--- src/rtl/hdmi_text_axi_slave.sv ---
// AXI4-Lite slave for the HDMI text controller. Bus writes and reads are
// turned into byte-masked accesses on a single-port VRAM and an 8-entry
// palette register bank that feeds the text-drawing logic.
//
// Handshake rule on every channel: a transfer happens on the rising edge of
// axi_aclk where both valid and ready are 1. A valid, once raised, is held
// with its payload until that edge. Ready never depends on valid.
module hdmi_text_axi_slave #(
    parameter int C_AXI_DATA_WIDTH = 32,
    parameter int C_AXI_ADDR_WIDTH = 16,
    parameter int VRAM_WORDS       = 1200,
    parameter int PAL_BASE         = 2048
) (
    input  logic                            axi_aclk,
    input  logic                            axi_aresetn,
    input  logic [C_AXI_ADDR_WIDTH-1:0]     axi_awaddr,
    input  logic [2:0]                      axi_awprot,
    input  logic                            axi_awvalid,
    output logic                            axi_awready,
    input  logic [C_AXI_DATA_WIDTH-1:0]     axi_wdata,
    input  logic [C_AXI_DATA_WIDTH/8-1:0]   axi_wstrb,
    input  logic                            axi_wvalid,
    output logic                            axi_wready,
    output logic [1:0]                      axi_bresp,
    output logic                            axi_bvalid,
    input  logic                            axi_bready,
    input  logic [C_AXI_ADDR_WIDTH-1:0]     axi_araddr,
    input  logic [2:0]                      axi_arprot,
    input  logic                            axi_arvalid,
    output logic                            axi_arready,
    output logic [C_AXI_DATA_WIDTH-1:0]     axi_rdata,
    output logic [1:0]                      axi_rresp,
    output logic                            axi_rvalid,
    input  logic                            axi_rready,
    output logic                            vram_en,
    output logic [C_AXI_DATA_WIDTH/8-1:0]   vram_we,
    output logic [10:0]                     vram_addr,
    output logic [C_AXI_DATA_WIDTH-1:0]     vram_wdata,
    input  logic [C_AXI_DATA_WIDTH-1:0]     vram_rdata,
    output logic [8*C_AXI_DATA_WIDTH-1:0]   pal_out,
    output logic [1:0]                      w_state_dbg,
    output logic [1:0]                      r_state_dbg
);

    localparam int DW     = C_AXI_DATA_WIDTH;
    localparam int SW     = DW / 8;
    localparam int WORD_W = C_AXI_ADDR_WIDTH - 2;

    localparam logic [WORD_W-1:0] VRAM_LIM = WORD_W'(VRAM_WORDS);
    localparam logic [WORD_W-1:0] PAL_LO   = WORD_W'(PAL_BASE);
    localparam logic [WORD_W-1:0] PAL_HI   = WORD_W'(PAL_BASE + 8);

    localparam logic [1:0] RESP_OKAY   = 2'b00;
    localparam logic [1:0] RESP_SLVERR = 2'b10;

    typedef enum logic [1:0] {
        W_IDLE = 2'd0,
        W_EXEC = 2'd1,
        W_RESP = 2'd2
    } w_state_t;

    typedef enum logic [1:0] {
        R_IDLE  = 2'd0,
        R_ISSUE = 2'd1,
        R_CAPT  = 2'd2,
        R_DATA  = 2'd3
    } r_state_t;

    w_state_t           w_state, w_state_d;
    r_state_t           r_state, r_state_d;

    // Held low for the first cycle after reset so every ready is 0 in reset.
    logic               active;

    logic               aw_done, w_done;
    logic [WORD_W-1:0]  aw_word;
    logic [DW-1:0]      wdata_q;
    logic [SW-1:0]      wstrb_q;
    logic [1:0]         bresp_q;

    logic [WORD_W-1:0]  ar_word;
    logic [DW-1:0]      rdata_q;
    logic [1:0]         rresp_q;
    logic               rvalid_q;

    logic [DW-1:0]      pal [8];

    logic               aw_hs, w_hs, ar_hs;
    logic               wr_vram, wr_pal, rd_vram, rd_pal;
    logic [2:0]         wr_pal_idx, rd_pal_idx;
    logic               rd_stall;

    // Address low bits and protection attributes carry no meaning here.
    logic               unused_ok;
    assign unused_ok = &{1'b0, axi_awprot, axi_arprot, axi_awaddr[1:0], axi_araddr[1:0]};

    assign wr_vram    = (aw_word < VRAM_LIM);
    assign wr_pal     = (aw_word >= PAL_LO) && (aw_word < PAL_HI);
    assign rd_vram    = (ar_word < VRAM_LIM);
    assign rd_pal     = (ar_word >= PAL_LO) && (ar_word < PAL_HI);
    assign wr_pal_idx = 3'(aw_word - PAL_LO);
    assign rd_pal_idx = 3'(ar_word - PAL_LO);

    assign axi_awready = active && (w_state == W_IDLE) && !aw_done;
    assign axi_wready  = active && (w_state == W_IDLE) && !w_done;
    assign axi_arready = active && (r_state == R_IDLE);
    assign aw_hs       = axi_awvalid && axi_awready;
    assign w_hs        = axi_wvalid && axi_wready;
    assign ar_hs       = axi_arvalid && axi_arready;

    assign axi_bvalid  = (w_state == W_RESP);
    assign axi_bresp   = bresp_q;
    assign axi_rvalid  = rvalid_q;
    assign axi_rdata   = rdata_q;
    assign axi_rresp   = rresp_q;

    assign w_state_dbg = w_state;
    assign r_state_dbg = r_state;

    // The write owns the VRAM port during W_EXEC; a VRAM read waits a cycle.
    assign rd_stall = rd_vram && (w_state == W_EXEC);

    // State registers for both channel FSMs.
    always_ff @(posedge axi_aclk or negedge axi_aresetn) begin
        if (!axi_aresetn) begin
            w_state <= W_IDLE;
            r_state <= R_IDLE;
        end else begin
            w_state <= w_state_d;
            r_state <= r_state_d;
        end
    end

    // Write FSM: wait for both AW and W, execute for one cycle, hold the response.
    always_comb begin
        w_state_d = w_state;
        case (w_state)
            W_IDLE: if ((aw_done || aw_hs) && (w_done || w_hs)) w_state_d = W_EXEC;
            W_EXEC: w_state_d = W_RESP;
            W_RESP: if (axi_bready) w_state_d = W_IDLE;
            default: w_state_d = W_IDLE;
        endcase
    end

    // Read FSM: issue (possibly stalled), capture, then hold the data beat.
    always_comb begin
        r_state_d = r_state;
        case (r_state)
            R_IDLE:  if (ar_hs) r_state_d = R_ISSUE;
            R_ISSUE: if (!rd_stall) r_state_d = R_CAPT;
            R_CAPT:  r_state_d = R_DATA;
            R_DATA:  if (rvalid_q && axi_rready) r_state_d = R_IDLE;
            default: r_state_d = R_IDLE;
        endcase
    end

    // VRAM port mux: the executing write first, otherwise an unstalled read issue.
    always_comb begin
        vram_en    = 1'b0;
        vram_we    = '0;
        vram_addr  = '0;
        vram_wdata = '0;
        if ((w_state == W_EXEC) && wr_vram) begin
            vram_en    = 1'b1;
            vram_we    = wstrb_q;
            vram_addr  = aw_word[10:0];
            vram_wdata = wdata_q;
        end else if ((r_state == R_ISSUE) && rd_vram) begin
            vram_en    = 1'b1;
            vram_addr  = ar_word[10:0];
        end
    end

    // Flatten the palette bank onto the wide output bus.
    always_comb begin
        pal_out = '0;
        for (int i = 0; i < 8; i++) pal_out[DW*i +: DW] = pal[i];
    end

    // Write channel datapath: latch AW/W independently, commit palette bytes, form bresp.
    always_ff @(posedge axi_aclk or negedge axi_aresetn) begin
        if (!axi_aresetn) begin
            active  <= 1'b0;
            aw_done <= 1'b0;
            w_done  <= 1'b0;
            aw_word <= '0;
            wdata_q <= '0;
            wstrb_q <= '0;
            bresp_q <= RESP_OKAY;
            for (int i = 0; i < 8; i++) pal[i] <= '0;
        end else begin
            active <= 1'b1;
            if (aw_hs) begin
                aw_done <= 1'b1;
                aw_word <= axi_awaddr[C_AXI_ADDR_WIDTH-1:2];
            end
            if (w_hs) begin
                w_done  <= 1'b1;
                wdata_q <= axi_wdata;
                wstrb_q <= axi_wstrb;
            end
            if (w_state == W_EXEC) begin
                aw_done <= 1'b0;
                w_done  <= 1'b0;
                bresp_q <= (wr_vram || wr_pal) ? RESP_OKAY : RESP_SLVERR;
                if (wr_pal) begin
                    for (int b = 0; b < SW; b++) begin
                        if (wstrb_q[b]) pal[wr_pal_idx][8*b +: 8] <= wdata_q[8*b +: 8];
                    end
                end
            end
        end
    end

    // Read channel datapath: latch AR, capture the source in R_CAPT, run rvalid in R_DATA.
    always_ff @(posedge axi_aclk or negedge axi_aresetn) begin
        if (!axi_aresetn) begin
            ar_word  <= '0;
            rdata_q  <= '0;
            rresp_q  <= RESP_OKAY;
            rvalid_q <= 1'b0;
        end else begin
            if (ar_hs) ar_word <= axi_araddr[C_AXI_ADDR_WIDTH-1:2];
            if (r_state == R_CAPT) begin
                if (rd_vram) begin
                    rdata_q <= vram_rdata;
                    rresp_q <= RESP_OKAY;
                end else if (rd_pal) begin
                    rdata_q <= pal[rd_pal_idx];
                    rresp_q <= RESP_OKAY;
                end else begin
                    rdata_q <= '0;
                    rresp_q <= RESP_SLVERR;
                end
            end
            if (r_state == R_DATA) begin
                if (!rvalid_q) rvalid_q <= 1'b1;
                else if (axi_rready) rvalid_q <= 1'b0;
            end
        end
    end

endmodule

--- config.mk ---
export PLATFORM = sky130hd
export DESIGN_NAME = hdmi_text_axi_slave
export DESIGN_NICKNAME = d
export VERILOG_FILES = /design/src/rtl/hdmi_text_axi_slave.sv
export SDC_FILE = /design/constraint.sdc
export NUM_CORES = 1
export LEC_CHECK = 0
export CAP_MARGIN = 20
export CORE_ASPECT_RATIO = 1.25
export CORE_MARGIN = 2
export CORE_UTILIZATION = 52
export CTS_CLUSTER_DIAMETER = 40
export DETAILED_ROUTE_END_ITERATION = 10
export GPL_TIMING_DRIVEN = 0
export PLACE_DENSITY = 0.83
export SLEW_MARGIN = 20
export SYNTH_ARGS = -nofsm -noshare
export SYNTH_HDL_FRONTEND = slang
export SYNTH_SLANG_ARGS = --single-unit
--- constraint.sdc ---
create_clock -name axi_aclk -period 5.1 [get_ports axi_aclk]
set_input_delay 1.02 -clock axi_aclk [delete_from_list [all_inputs] [get_ports axi_aclk]]
set_output_delay 1.02 -clock axi_aclk [all_outputs]
set_load 0.005 [all_outputs]
==> impl_results.md, run 1 <==
- Worst path depth: 6
- Core Rows: between 70 and 80
- Pleak: 10.4 nW
- Seq cells post-synth: 362
- Crit path buf inv count: 2
- Synth top area cells: dfrtp_1 (55%), mux2_2 (21%), mux4_2 (8.7%)
- GPL Wtd Cong: approximately 0.84
- Starting Density: 0.525
- Max-Cap Viols: 0
- Root buffer cell: clkbuf_16
- Endpoint type of the worst setup path: output pin
- TritonCTS Buffers: 40
- Synth cell count leaders: dfrtp_1 (362), mux2_2 (315), mux4_2 (64)
- Ports: 462
- Mapped Area: 16600 um^2
- Worst reg-to-reg setup slack: 2.11 ns
- Clock latency on the worst-skew pair: 0.55 ns
- Final setup viols: 0
- F_max: a little over 200 MHz
- Syn Area/Cell: 15.2 um^2
- Area Overhead vs Synth: 39.0%
- Crit path max fanout: 10
- Total grt overflow: 0
- Core area: 31600 um^2
- First-pass GRT wire length: about 82000 um
- Number of synthesized flops with an enable pin: 0
- 1st-iter DRT viols: between 700 and 800
- Pwr Density: 398 nW/um^2
- Initial antenna violation count: 5
- Clock buffer depth: 3
- Post-Synthesis Cells: 1091
- Outcome: complete, no violations
- Yosys top cell area share: 0.546
- Placed cells: 1956
- RR Startpoint: r_state_dbg[0]
- Non-Filler Instances: a little over 2000
- Register area share after synthesis: 0.546
- Most frequent cell after synthesis: dfrtp_1
- Worst slew pin tran: roughly 1.1 ns
- Hold Violations, Final: 0
- Detail Placement HPWL: 38800 um
- Ys flop type: dfrtp_1
- Die Area: 33300 um^2
- CP Class: reg -> out
- Slowest Stage Delay on Critical Path: 0.85 ns
- Core Util, Final: 0.729
- Worst r2r dst: axi_rdata[9]
- TritonCTS clock tree: done
- # port buffers: 449
- WP data arrival: 3.87 ns
- Worst setup margin: between 0.2 and 0.25 ns
- Fin crit period: 4.89 ns
- VDD IR max: 0.333 mV
- Fraction of final layout cells sized beyond drive strength 1: 0.312
- Hold_buf cts: 0
- Worst min path class: in -> async
- Worst Setup SP: aw_word[8]
- Crit share post-route: 0.958
- Pre-CTS WS: 0.877 ns
- Clock skew: 0.0185 ns
- Die width: 164 um
- Slew headroom: 0.267
- Vias in the first global route: 12700
- Drt first pass iters: 5
- Cell depth of the worst flop-to-flop path: 7
- Die Height: roughly 200 um
- Post-CTS Setup Bufs: 0
- Share of flip-flops with an asynchronous set or reset: 1.00
- Critical Path Start Type: flip-flop
- Via density: between 5 and 6
- Cell variety after synth: 41
- Area post-placement: 21700 um^2
- WP data required: around 4.1 ns
- Pin count of the biggest net entering global routing: 99
- Max-slew violations: 0
- Post-Route WL: roughly 56000 um
- Final ANT Viol Nets: 0
- Slowest stage cell, crit path: clkbuf_1
- YS warnings: 0
- All-Layer GR Usage: 0.336
- DRC Markers: 0
- Clock-pin slew on the worst setup and hold paths: about 0.06 ns
- Routed vias: approximately 12000
- Clk sinks: 362
- Cell Chain, Critical Path: nor2_1, o21ai_0, a21oi_1, clkbuf_1, and2_1, clkdlybuf4s50_1
- Most area-hungry cell type in the Yosys netlist: dfrtp_1
- Final Cell Area: 23000 um^2
- Avg WL per Cell: between 20 and 30 um
- PostCTS Resize Cnt: 0
- Family with the most delay on the worst path: buffers and inverters
- Clock H-tree levels: 2
- Total Nets Final: 1704
worst register-to-register path, cell delays in order, from the launching register on:
cell      delay [ns]
dfrtp_1         0.41
inv_1           0.13
ha_1            0.15
clkbuf_1        0.71
nand4_1         0.59
clkbuf_1        0.48
nor2_1          0.32
a211o_1         0.13
worst max path at each step:
stage                      to  slack (ns)
2_1_floorplan    vram_addr[3]        2.12
3_3_place_gp      wdata_q[24]      -12.70
3_5_place_dp   vram_wdata[16]        0.88
4_1_cts         vram_wdata[4]        0.32
5_1_grt        vram_wdata[17]     -0.0004
6_report       vram_wdata[15]        0.21
cell usage in the layout (no fill, tap or decap), drive strengths merged, types with 3 or more instances in the layout:
master         count
a211o             32
a21oi              4
and2              37
and3               3
buf               21
bufinv             4
clkbuf            76
clkdlybuf4s50    448
clkinv            11
conb               3
dfrtp            362
diode              3
ha                 5
inv               18
mux2             325
mux2i             41
mux4              64
nand2             12
nand3              3
nand4             14
nor2              69
nor2b             37
nor4               3
nor4b              5
state kept, by name, indices dropped and copies added, names as in the netlist, 2 cells and up:
signal and count:
wstrb_q 4, r_state_dbg 2, axi_rdata 32, wdata_q 32, pal_out 256, ar_word 14
w_state_dbg 2, aw_word 14
final cells by class:
| cell class | instances | area (um^2) |
|---|---|---|
| Clock buffer | 49 | 1100 |
| Clock inverter | 23 | 255 |
| Buffer | 44 | 189 |
| Multi-Input combinational cell | 674 | 7300 |
| Antenna cell | 3 | 7.51 |
| Timing Repair Buffer | 452 | 4580 |
| Sequential cell | 362 | 9060 |
| Tap cell | 412 | 515 |
| Fill cell | 2176 | 8560 |
| Inverter | 12 | 45.0 |
logic make-up after synthesis:
| kind of cell | share of synthesized area |
|---|---|
| and+or+nand+nor | 0.0809 |
| muxes | 0.332 |
| other | 0.000453 |
| adders and majority gates | 0.00377 |
| AOI/OAI and AO/OA | 0.0224 |
| DFF | 0.546 |
| buffers and inverters | 0.0140 |
routing by layer:
metal  global-route usage  up-vias  part of all wire
met5                    0        -                 0
met4                0.159        0             0.048
met3               0.0811      131             0.075
met2                0.554      533              0.50
met1                0.419     6251              0.38
li1                     -     5022                 -
power by group:
group	internal, mW	switching [mW]
Combinational	1.15	1.16
Sequential	3.28	0.602
Clock	1.75	1.22
through the flow:
stage	power, mW	hold WS (ns)	setup TNS (ns)
2_1_floorplan	5.01	0.475	0
6_report	9.17	0.496	0
3_3_place_gp	6.13	0.487	-4578.87
4_1_cts	9.19	0.512	0
3_5_place_dp	6.20	0.507	0
5_1_grt	9.53	0.534	-0.000365
No activity file was read; power rests on OpenSTA's default activity.
==> run 2: changes to the inputs <==
--- a/config.mk
+++ b/config.mk
@@ -12,6 +12,7 @@
 export CTS_CLUSTER_DIAMETER = 40
 export DETAILED_ROUTE_END_ITERATION = 10
 export GPL_TIMING_DRIVEN = 0
+export HOLD_SLACK_MARGIN = 0.06
 export PLACE_DENSITY = 0.83
 export SLEW_MARGIN = 20
 export SYNTH_ARGS = -nofsm -noshare
==> results of run 2 <==
Final layout, timing and power as in run 1 (identical DEF).
==> run 3: changes to the inputs <==
==> constraint.sdc (replaced) <==
create_clock -name axi_aclk -period 5.1 [get_ports axi_aclk]
set_input_delay 1.02 -clock axi_aclk [delete_from_list [all_inputs] [get_ports axi_aclk]]
set_output_delay 1.02 -clock axi_aclk [all_outputs]
set_load 0.1 [all_outputs]
==> run 3 against run 2 <==
Effect of this change:
- non-clock buffer count is the same
- via count grew 0.56%
- sequential share of layout area shrank 0.41 points
- final area grew 1.1%
- setup slack lost 0.029 ns
- critical endpoint is now vram_addr[0]
==> impl_results.md, run 3 (same netlist as run 1, synthesis figures left out) <==
- Max-Cap Viols: 0
- TritonCTS clock tree: done
- CP Class: reg -> out
- VDD IR max: 0.515 mV
- Routed vias: 12000
- Fin crit period: 4.91 ns
- Grt met2 use: 0.559
- Largest register FFs: approximately 260
- M1 GR Usage: 0.402
- Worst slew pin tran: between 1 and 1.5 ns
- Clock latency on the worst-skew pair: 0.55 ns
- Post-CTS Setup Bufs: 0
- Slew headroom: 0.243
- Most common cell after layout, fill and taps aside: clkdlybuf4s50_1
- Area post-placement: approximately 22000 um^2
- Final Cell Area: 23300 um^2
- Busiest grt layer: met2
- Fraction of final layout cells sized beyond drive strength 1: 0.322
- Hold Violations, Final: 0
- Die width: between 150 and 200 um
- Pleak: 10.9 nW
- Root buffer cell: clkbuf_16
- Crit share post-route: 0.964
- Die Height: 204 um
- Avg WL per Cell: 27.4 um
- RSZ-0062 raised after global routing: false
- FILL cells: 2096
- Max-slew violations: 0
- Core area: 31600 um^2
- Clock skew: 0.0109 ns
- Outcome: complete, no violations
- 1st-iter DRT viols: between 800 and 900
- Vias in the first global route: 12800
- Area Overhead vs Synth: 40.4%
- DRC Markers: 0
- Final ANT Viol Nets: 0
- Worst reg-to-reg setup slack: 2.25 ns
- Critical Path Start Type: flip-flop
- Crit path max fanout: 10
- F_max: 203 MHz
- Die Area: 33300 um^2
- Clock-pin slew on the worst setup and hold paths: 0.06 ns
- Clock H-tree levels: 2
- Detail Placement HPWL: just under 40000 um
- Starting Density: 0.525
- Ports: roughly 460
- Total grt overflow: 0
- TritonCTS Buffers: 42
- Hold_buf cts: 0
- Final setup viols: 0
- # port buffers: between 400 and 500
- Drt first pass iters: 5
- Endpoint type of the worst setup path: output pin
- Via density: 5.90
- Setup TNS: 0 ns
- WP data required: 4.08 ns
- Core Rows: 73
- Worst setup margin: 0.186 ns
- Met3 usage in global routing: 0.0909
- Initial antenna violation count: 3
- Pwr Density: 468 nW/um^2
- All-Layer GR Usage: 0.337
- Clk sinks: 362
- Worst min path class: in -> async
- GPL Wtd Cong: between 0.9 and 1
- Post-Route WL: 55700 um
- Total Nets Final: 1706
- Pre-CTS WS: 0.257 ns
- Pin count of the biggest net entering global routing: 102
- Clock buffer depth: 3
- WP data arrival: between 3 and 4 ns
- First-pass GRT wire length: 82500 um
- Most frequent cells in the layout: clkdlybuf4s50_1 (409), dfrtp_1 (362), mux2_2 (315)
## run 3: cell types whose count changed in the layout (fill, tap and decap cells not counted), moves of 3 or more
| cell | delta |
|---|---|
| bufinv_16 | +7 |
| clkbuf_1 | -4 |
| clkbuf_2 | +12 |
| clkbuf_8 | +3 |
| clkdlybuf4s50_1 | -39 |
| clkinv_2 | -4 |
| dlygate4sd2_1 | +8 |
| dlymetal6s2s_1 | +20 |
## run 3: worst paths after layout
kind                              from            end  cells after the start
min in group axi_aclk      pal_out[64]    pal_out[64]                      1
hold reg to reg            pal_out[64]    pal_out[64]                      1
setup / recovery            aw_word[8]   vram_addr[0]                      6
hold / removal             axi_aresetn    ar_word[10]                      1
setup reg to reg            ar_word[2]  axi_rdata[21]                      6
max in group asynchronous  axi_aresetn   pal_out[206]                      3
## run 3: power breakdown
group,internal [mW],switching [mW],leakage [nW],total (mW)
logic,1.14,2.46,5.24,3.61
clock network,2.20,1.23,0.779,3.43
registers,3.28,0.592,4.90,3.87
## run 3: through the flow
| step | cells | utilization | hold WS [ns] | power (mW) |
|---|---|---|---|---|
| 6_report | 2033 | 0.737 | 0.440 | 10.9 |
| 5_1_grt | 2030 | 0.737 | 0.488 | 11.3 |
| 4_1_cts | 2029 | 0.736 | 0.453 | 10.9 |
| 3_5_place_dp | 1956 | 0.687 | 0.507 | 7.52 |
| 3_3_place_gp | 1953 | 0.684 | 0.493 | 7.45 |
| 2_1_floorplan | 1092 | - | 0.495 | 6.32 |
## run 3: timing repair
action,4_1_cts,5_1_grt
setup endpoints to repair,35,31
endpoints found under the hold margin,0,0
gates resized for setup,21,43
## run 3: final cells by class
cell class                      instances  area, um^2  share of cell area
Multi-Input combinational cell        674        7310               0.314
Antenna cell                            4        10.0            0.000430
Inverter                               12        45.0             0.00193
Clock buffer                           53        1180              0.0508
Timing Repair Buffer                  452        4570               0.196
Buffer                                 44         198             0.00849
Tap cell                              412         515              0.0221
Clock inverter                         20         398              0.0171
Sequential cell                       362        9060               0.389
## run 3: per-layer routing
metal  wire length (um)  up-vias
met4               3270        0
met3               4170      167
met1              20600     6313
met5                  0        -
li1                   -     5017
met2              27700      507
## run 3: critical path, cell delays in order (launching register included)
cell	delay, ns
dfrtp_1	0.39
nor2_1	0.65
o21ai_0	0.21
a21oi_1	0.37
buf_4	0.27
mux2i_1	0.24
clkdlybuf4s50_1	1.20
